--- src/rtl/pc_sequencer.sv ---
// pc_sequencer: next-fetch-address controller with sequential, branch, jump, call/return
// sources, a small hardware return-address stack, stall and halt.
module pc_sequencer #(
    parameter int ADDR_W      = 12,
    parameter int STEP        = 4,
    parameter int RESET_ADDR  = 0,
    parameter int STACK_DEPTH = 4
) (
    input  logic                           clk,
    input  logic                           reset,
    input  logic                           halt,
    input  logic                           resume,
    input  logic                           stall,
    input  logic                           branch_taken,
    input  logic [ADDR_W-1:0]              branch_offset,
    input  logic                           jump,
    input  logic                           call,
    input  logic                           ret,
    input  logic [ADDR_W-1:0]              target_addr,
    output logic [ADDR_W-1:0]              pc,
    output logic                           pc_valid,
    output logic [$clog2(STACK_DEPTH):0]   stack_count,
    output logic                           err_overflow,
    output logic                           err_underflow
);
    localparam int CW = $clog2(STACK_DEPTH) + 1;
    localparam int IW = $clog2(STACK_DEPTH);
    localparam logic [ADDR_W-1:0] STEP_A = ADDR_W'(STEP);
    localparam logic [ADDR_W-1:0] RST_A  = ADDR_W'(RESET_ADDR);
    localparam logic [CW-1:0]     FULL   = CW'(STACK_DEPTH);

    typedef enum logic [1:0] {BOOT, RUN, HALT} state_t;

    state_t              state_q, state_d;
    logic [ADDR_W-1:0]   pc_q, pc_d;
    logic                valid_q;
    logic [CW-1:0]       cnt_q, cnt_d;
    logic                ovf_q, unf_q;
    logic [ADDR_W-1:0]   stk_q [STACK_DEPTH];

    logic adv, do_jump, do_call, do_ret, do_br, full, empty, push, pop;
    logic [ADDR_W-1:0] seq_pc, top;

    // Requests only act in RUN when neither halt nor stall holds the pc.
    assign adv     = (state_q == RUN) && !halt && !stall;
    assign do_jump = adv && jump;
    assign do_call = adv && !jump && call;
    assign do_ret  = adv && !jump && !call && ret;
    assign do_br   = adv && !jump && !call && !ret && branch_taken;
    assign full    = cnt_q == FULL;
    assign empty   = cnt_q == '0;
    assign push    = do_call && !full;
    assign pop     = do_ret && !empty;
    assign seq_pc  = pc_q + STEP_A;
    assign top     = stk_q[IW'(cnt_q - CW'(1))];

    always_comb begin
        pc_d    = !adv ? pc_q :
                  (do_jump || do_call) ? target_addr :
                  do_ret ? (empty ? seq_pc : top) :
                  do_br ? pc_q + branch_offset : seq_pc;
        state_d = state_q == BOOT ? RUN :
                  state_q == RUN  ? (halt ? HALT : RUN) :
                  (resume ? RUN : HALT);
        cnt_d   = push ? cnt_q + CW'(1) : pop ? cnt_q - CW'(1) : cnt_q;
    end

    always_ff @(posedge clk or negedge reset) begin
        if (!reset) begin
            state_q <= BOOT;
            pc_q    <= RST_A;
            valid_q <= 1'b0;
            cnt_q   <= '0;
            ovf_q   <= 1'b0;
            unf_q   <= 1'b0;
        end else begin
            state_q <= state_d;
            pc_q    <= pc_d;
            valid_q <= state_d == RUN;
            cnt_q   <= cnt_d;
            ovf_q   <= ovf_q | (do_call && full);
            unf_q   <= unf_q | (do_ret && empty);
        end
    end

    // Stack contents need no reset; push is gated by RUN so reset aborts it.
    always_ff @(posedge clk) begin
        if (push) stk_q[IW'(cnt_q)] <= seq_pc;
    end

    assign pc            = pc_q;
    assign pc_valid      = valid_q;
    assign stack_count   = cnt_q;
    assign err_overflow  = ovf_q;
    assign err_underflow = unf_q;
endmodule

--- config.mk ---
export PLATFORM = sky130hd
export DESIGN_NAME = pc_sequencer
export DESIGN_NICKNAME = d
export VERILOG_FILES = /design/src/rtl/pc_sequencer.sv
export SDC_FILE = /design/constraint.sdc
export NUM_CORES = 1
export LEC_CHECK = 0
export ABC_AREA = 1
export BUFFER_PORTS_ARGS = -buffer_cell sky130_fd_sc_hd__buf_2
export CAP_MARGIN = 20
export CORE_ASPECT_RATIO = 0.7
export CORE_MARGIN = 10
export CORE_UTILIZATION = 41
export DETAILED_ROUTE_END_ITERATION = 16
export GPL_ROUTABILITY_DRIVEN = 0
export GPL_TIMING_DRIVEN = 1
export SLEW_MARGIN = 20
export SYNTH_ARGS = -nofsm -noshare
export SYNTH_HDL_FRONTEND = slang
export SYNTH_SLANG_ARGS = --single-unit
export TNS_END_PERCENT = 20
--- constraint.sdc ---
create_clock -name clk -period 2.2 [get_ports clk]
set_input_delay 0 -clock clk [delete_from_list [all_inputs] [get_ports clk]]
set_output_delay 0 -clock clk [all_outputs]
set_load 0.005 [all_outputs]
== After elaboration in Yosys (flattened, before gate mapping) ==
Memories as Yosys holds them, arrays and structs flattened.
Cells that the tools add are included.

* Bits in registers: 20
* Bits in latches: 0
* Memory bits (writable): 48
* Memory bits (read-only): 0
* Bits of input ports: 33
* Output and inout port bits: 18
* Logic and storage cells: 52
* Memories: 1

* Add/sub/neg operators: 4
* Multipliers: 0
* Div/mod/pow operators: 0
* Magnitude comparators: 0
* Equal/unequal tests: 3
* Shifts and indexed selects: 0
* Mux-type cells: 12
* Bitwise logic cells: 2
* Reductions and logical operators: 24

{| class="wikitable"
|+ Memory list
! name !! depth !! bits a word !! rd ports !! clocked after memory_dff !! write ports !! line !! source
|-
| stk_q || 4 || 12 || 1 || 0 || 1 || 39 || <nowiki>logic [ADDR_W-1:0] stk_q [STACK_DEPTH];</nowiki>
|}

{| class="wikitable"
|+ Operators by type and width
! kind !! count
|-
| $mux W12 || 4
|-
| $logic_and A1 B1 Y1 || 13
|-
| $add A12 B12 Y12 || 1
|-
| $add A12 B3 Y12 const B || 1
|-
| $mux W2 || 4
|-
| $logic_not A1 Y1 || 7
|-
| $mux W3 || 2
|-
| $eq A2 B1 Y1 const B || 2
|-
| $add A3 B1 Y3 const B || 1
|-
| $eq A3 B3 Y1 const B || 1
|-
| $logic_not A3 Y1 || 1
|-
| $sub A3 B1 Y3 const B || 1
|-
| $logic_not A2 Y1 || 1
|-
| $mux W1 || 2
|-
| $or A1 B1 Y1 || 2
|-
| $reduce_bool A2 Y1 || 1
|-
| $logic_or A1 B1 Y1 || 1
|}

== Longest topological paths before layout ==
* Depth after elaboration: 10
* Mapped depth: 14
* Gate-level depth less buffers: 14

== Worst setup path after synthesis ==
OpenSTA, ideal clock, no wires.

* Kind: reg-to-reg
* From: register cnt_q[0], in the netlist stack_count[0]
* To: memory stk_q[1][0], enable pin
* Library setup time: 0.380 ns
* Arrival time: 2.033 ns
* Required time: 1.820 ns
* Path slack: -0.213 ns
* Stages on the path, launching flop included: 9
* Path buffers: 2
* Period minus slack after synthesis: 2.413 ns
* Cell sequence: dfrtp_1 > buf_2 > inv_1 > buf_2 > ha_1 > ha_1 > nor2_1 > inv_1 > nor2_1

* Word-level cells in the longest chain between the ends: 5

{| class="wikitable"
|+ RTL lines
! element !! line !! source
|-
| start: declaration || 37 || <nowiki>logic [CW-1:0] cnt_q, cnt_d;</nowiki>
|-
| start signal: assignment || 80 || <nowiki>cnt_q <= cnt_d;</nowiki>
|-
| $eq A3 B3 Y1 || 50 || <nowiki>assign full = cnt_q == FULL;</nowiki>
|-
| $logic_not A1 Y1 || 52 || <nowiki>assign push = do_call && !full;</nowiki>
|-
| $logic_and A1 B1 Y1 || 52 ||
|-
| $mux W1 || 88 || <nowiki>if (push) stk_q[IW'(cnt_q)] <= seq_pc;</nowiki>
|-
| $mux W1 (not written as such) || 88 ||
|-
| end: declaration || 39 ||
|}

Several ways; a longest one is shown, not always the timed one.

== Worst setup path in the final report ==
* From: register cnt_q[1], in the netlist stack_count[1]
* To: memory stk_q[3][2], enable pin

Same word-level chain as after synthesis.

==> summary.txt <==
clk sinks: 68
placed cell area: 0.00447 mm2
mapped cell area: 0.00401 mm2
Max Clk Rate: 0.504 GHz
fin nets: 615
vias: 3,440
FF-to-FF End: stk_q[3][2]$_DFFE_PP_
Num CTS Buffers: 9
Top Usage Layer GRT: met2
top cells by area, synth: edfxtp_1 36%, nand2_1 15%, dfrtp_1 12%
GRT Util Overall: 0.155
Tot Pwr: 5.63 mW
share of the synthesized area in the top cell type: 0.359
vias per cell: 4.95
delay-heaviest family, CP: buffers and inverters
Layout area overhead: 21.4%
Post-CTS Setup Inserts: 0
Power Density: 1160 mW/mm2
CTS tree: done
GRT overflow: 0
critical path's largest stage delay: 410 ps
Initial Util: 0.418
R2R Setup Slk: 210 ps
Ys Warns: 0
core area: 0.00961 mm2
crit-path max FO: 12
DRC errors left: 0
final WL: 10,800 um
Layout Skew: 5.99 ps
dpl hpwl: 8200 um
Max-Cap Viols: 0
final cell count without fillers: 695
Critical-path top delay cell: dfrtp_1
Hold WS: 14.0 ps
EDFF count, synth: 48
final-report hold violation count: 0
CP Depth: 7
Critical Path Source: stack_count[1]$_DFFE_PN0P_
Reg area: 0.00194 mm2
filler cell count: 946
clock root buffer: clkbuf_16
outcome: finished, final reports clean
final instance area: 0.00487 mm2
CP startpoint kind: register
Worst Setup End Kind: register
global routing met3 resource utilization: 0.0373
initial drt markers: 332
Worst VDD drop: 0.000921 V
IO Count: 51
leakage power: 2.34 nW
period utilization: 0.902
wire per inst: 15.6 um
GRT met2 Usage: 0.232
clock latency on the worst-skew pair: 330 ps
count leader, synth: nand2_1
initial antenna violation count: 0
count of different cell masters after synthesis: 31
#FFs+latches synth: 68
syn_area_per_cell: 8.26 um2
list of most frequent post-synthesis cells: 159 x nand2_1, 52 x inv_1, 48 x edfxtp_1, 48 x nor2_1, 32 x nand3_1
number of port buffers: 50
launch point of the worst reg-to-reg path: stack_count[1]$_DFFE_PN0P_
Die Ht: 103 um
RSZ-0062 raised after global routing: no
Setup-failing EPs final: 0
Syn Nets: 538
Synth Instances: 486
sequential fraction of the synthesis area: 0.484
DRT Pass-1 Iters: 4
H-Tree Depth: 3
HP Class: in2reg
Most used DFF post-synth: edfxtp_1
worst setup path endpoint: stk_q[3][2]$_DFFE_PP_
first-pass GRT wire length: 17,400 um
area occupied by multi-input gates: 0.00180 mm2
max-slew violations: 0
worst slew pin tran: 518 ps
ANT cells: 0
Post-Place Cells: 666
sequence of cells on the critical path: inv_1 -> ha_1 -> ha_1 -> nor2_1 -> inv_1 -> nor2_2 -> buf_4
Clock transition at path regs: 60 ps
area leader, netlist: edfxtp_1
Slew headroom: 0.655
vias in the first global route: 3,317
clk buf depth: 2
hold path depth: 5
arrival time worst endpoint: 2000 ps
worst reg-to-reg path cell count: 7
layout cells sized above 1: 0.176
fin crit period: 1990 ps
met1 usage: 0.218
Die Wd: 138 um
Worst Setup Path Type: reg2reg
Post-DRT Antenna Nets: 0
Die ar.: 0.0142 mm2
Critical Path RT: 2220 ps
largest net degree at the start of global routing: 30
num rows: 30
Synth async-reset ratio: 0.294
Buf/Inv on CP: 3
-- how the worst min path moves through the flow --
stage	start	endpoint
after floorplan	reset	err_overflow$_DFF_PN0_
after CTS	target_addr[2]	pc[2]$_DFFE_PN0N_
after global placement	reset	stack_count[0]$_DFFE_PN0P_
after detailed placement	reset	stack_count[0]$_DFFE_PN0P_
final	target_addr[2]	pc[2]$_DFFE_PN0N_
after global routing	target_addr[4]	pc[4]$_DFFE_PN0N_
-- worst reg2reg max path: cells and delay by family (launching register included) --
family | cells | cell delay (ps)
fa+ha+maj | 2 | 440
buf+inv | 3 | 500
flops | 1 | 410
simple gates | 2 | 320
-- cells in the final DEF (no fill, tap or decap), types with 18 or more instances in the layout --
| cell type | netlist | routed |
|---|---|---|
| edfxtp_1 | 48 | 48 |
| inv_1 | 52 | 52 |
| o21ai_0 | 26 | 26 |
| buf_2 | 6 | 50 |
| dfrtp_1 | 20 | 20 |
| nand3_1 | 32 | 32 |
| ha_1 | 18 | 18 |
| nand2_1 | 159 | 159 |
| a21oi_1 | 19 | 19 |
| nor2_1 | 48 | 44 |
-- through the flow --
| stage | util | worst slack [ps] | TNS, ps |
|---|---|---|---|
| global placement | 0.465 | 268 | 0 |
| floorplan | - | -45.8 | -2200 |
| detailed placement | 0.465 | 223 | 0 |
| CTS | 0.507 | 202 | 0 |
| finish | 0.507 | 215 | 0 |
| global route | 0.507 | 28.7 | 0 |
-- kinds of logic after synthesis --
kind of cell	after synthesis	synth area share
xor+xnor	11	0.0259
fa+ha+maj	19	0.0611
simple gates	260	0.279
buf+inv	69	0.0705
compound gates	59	0.0798
flops	68	0.484
-- report_power, final --
| group | internal [mW] | switching [mW] |
|---|---|---|
| Clock | 0.749 | 0.523 |
| Sequential | 1.66 | 0.184 |
| Combinational | 0.929 | 1.58 |
-- layer usage --
layer  part of all wire  routed length [um]  up-vias
li1                   -                   -     1747
met5                  0                   0        -
met3              0.078                 851        6
met4             0.0077                  83        0
met2               0.43                4620       98
met1               0.49                5290     1589
-- flip-flops by register name (all words and copies together) (netlist names) --
signal,count
pc_valid,1
state_q,2
pc,12
stack_count,3
stk_q,48
err_underflow,1
err_overflow,1
-- cell type report --
cell class,instances,area share
sequential,68,0.399
inverter,57,0.0442
clock buffer,10,0.0470
multi-input combinational,349,0.369
clock inverter,5,0.00617
timing repair buffer,78,0.102
tap,128,0.0329
-- timing repair --
action,4_1_cts,5_1_grt
setup endpoints to repair,0,0
resized for setup,0,0
hold buffers,14,0
endpoints found under the hold margin,33,0
Note: power is estimated with default switching activity, not from simulation.
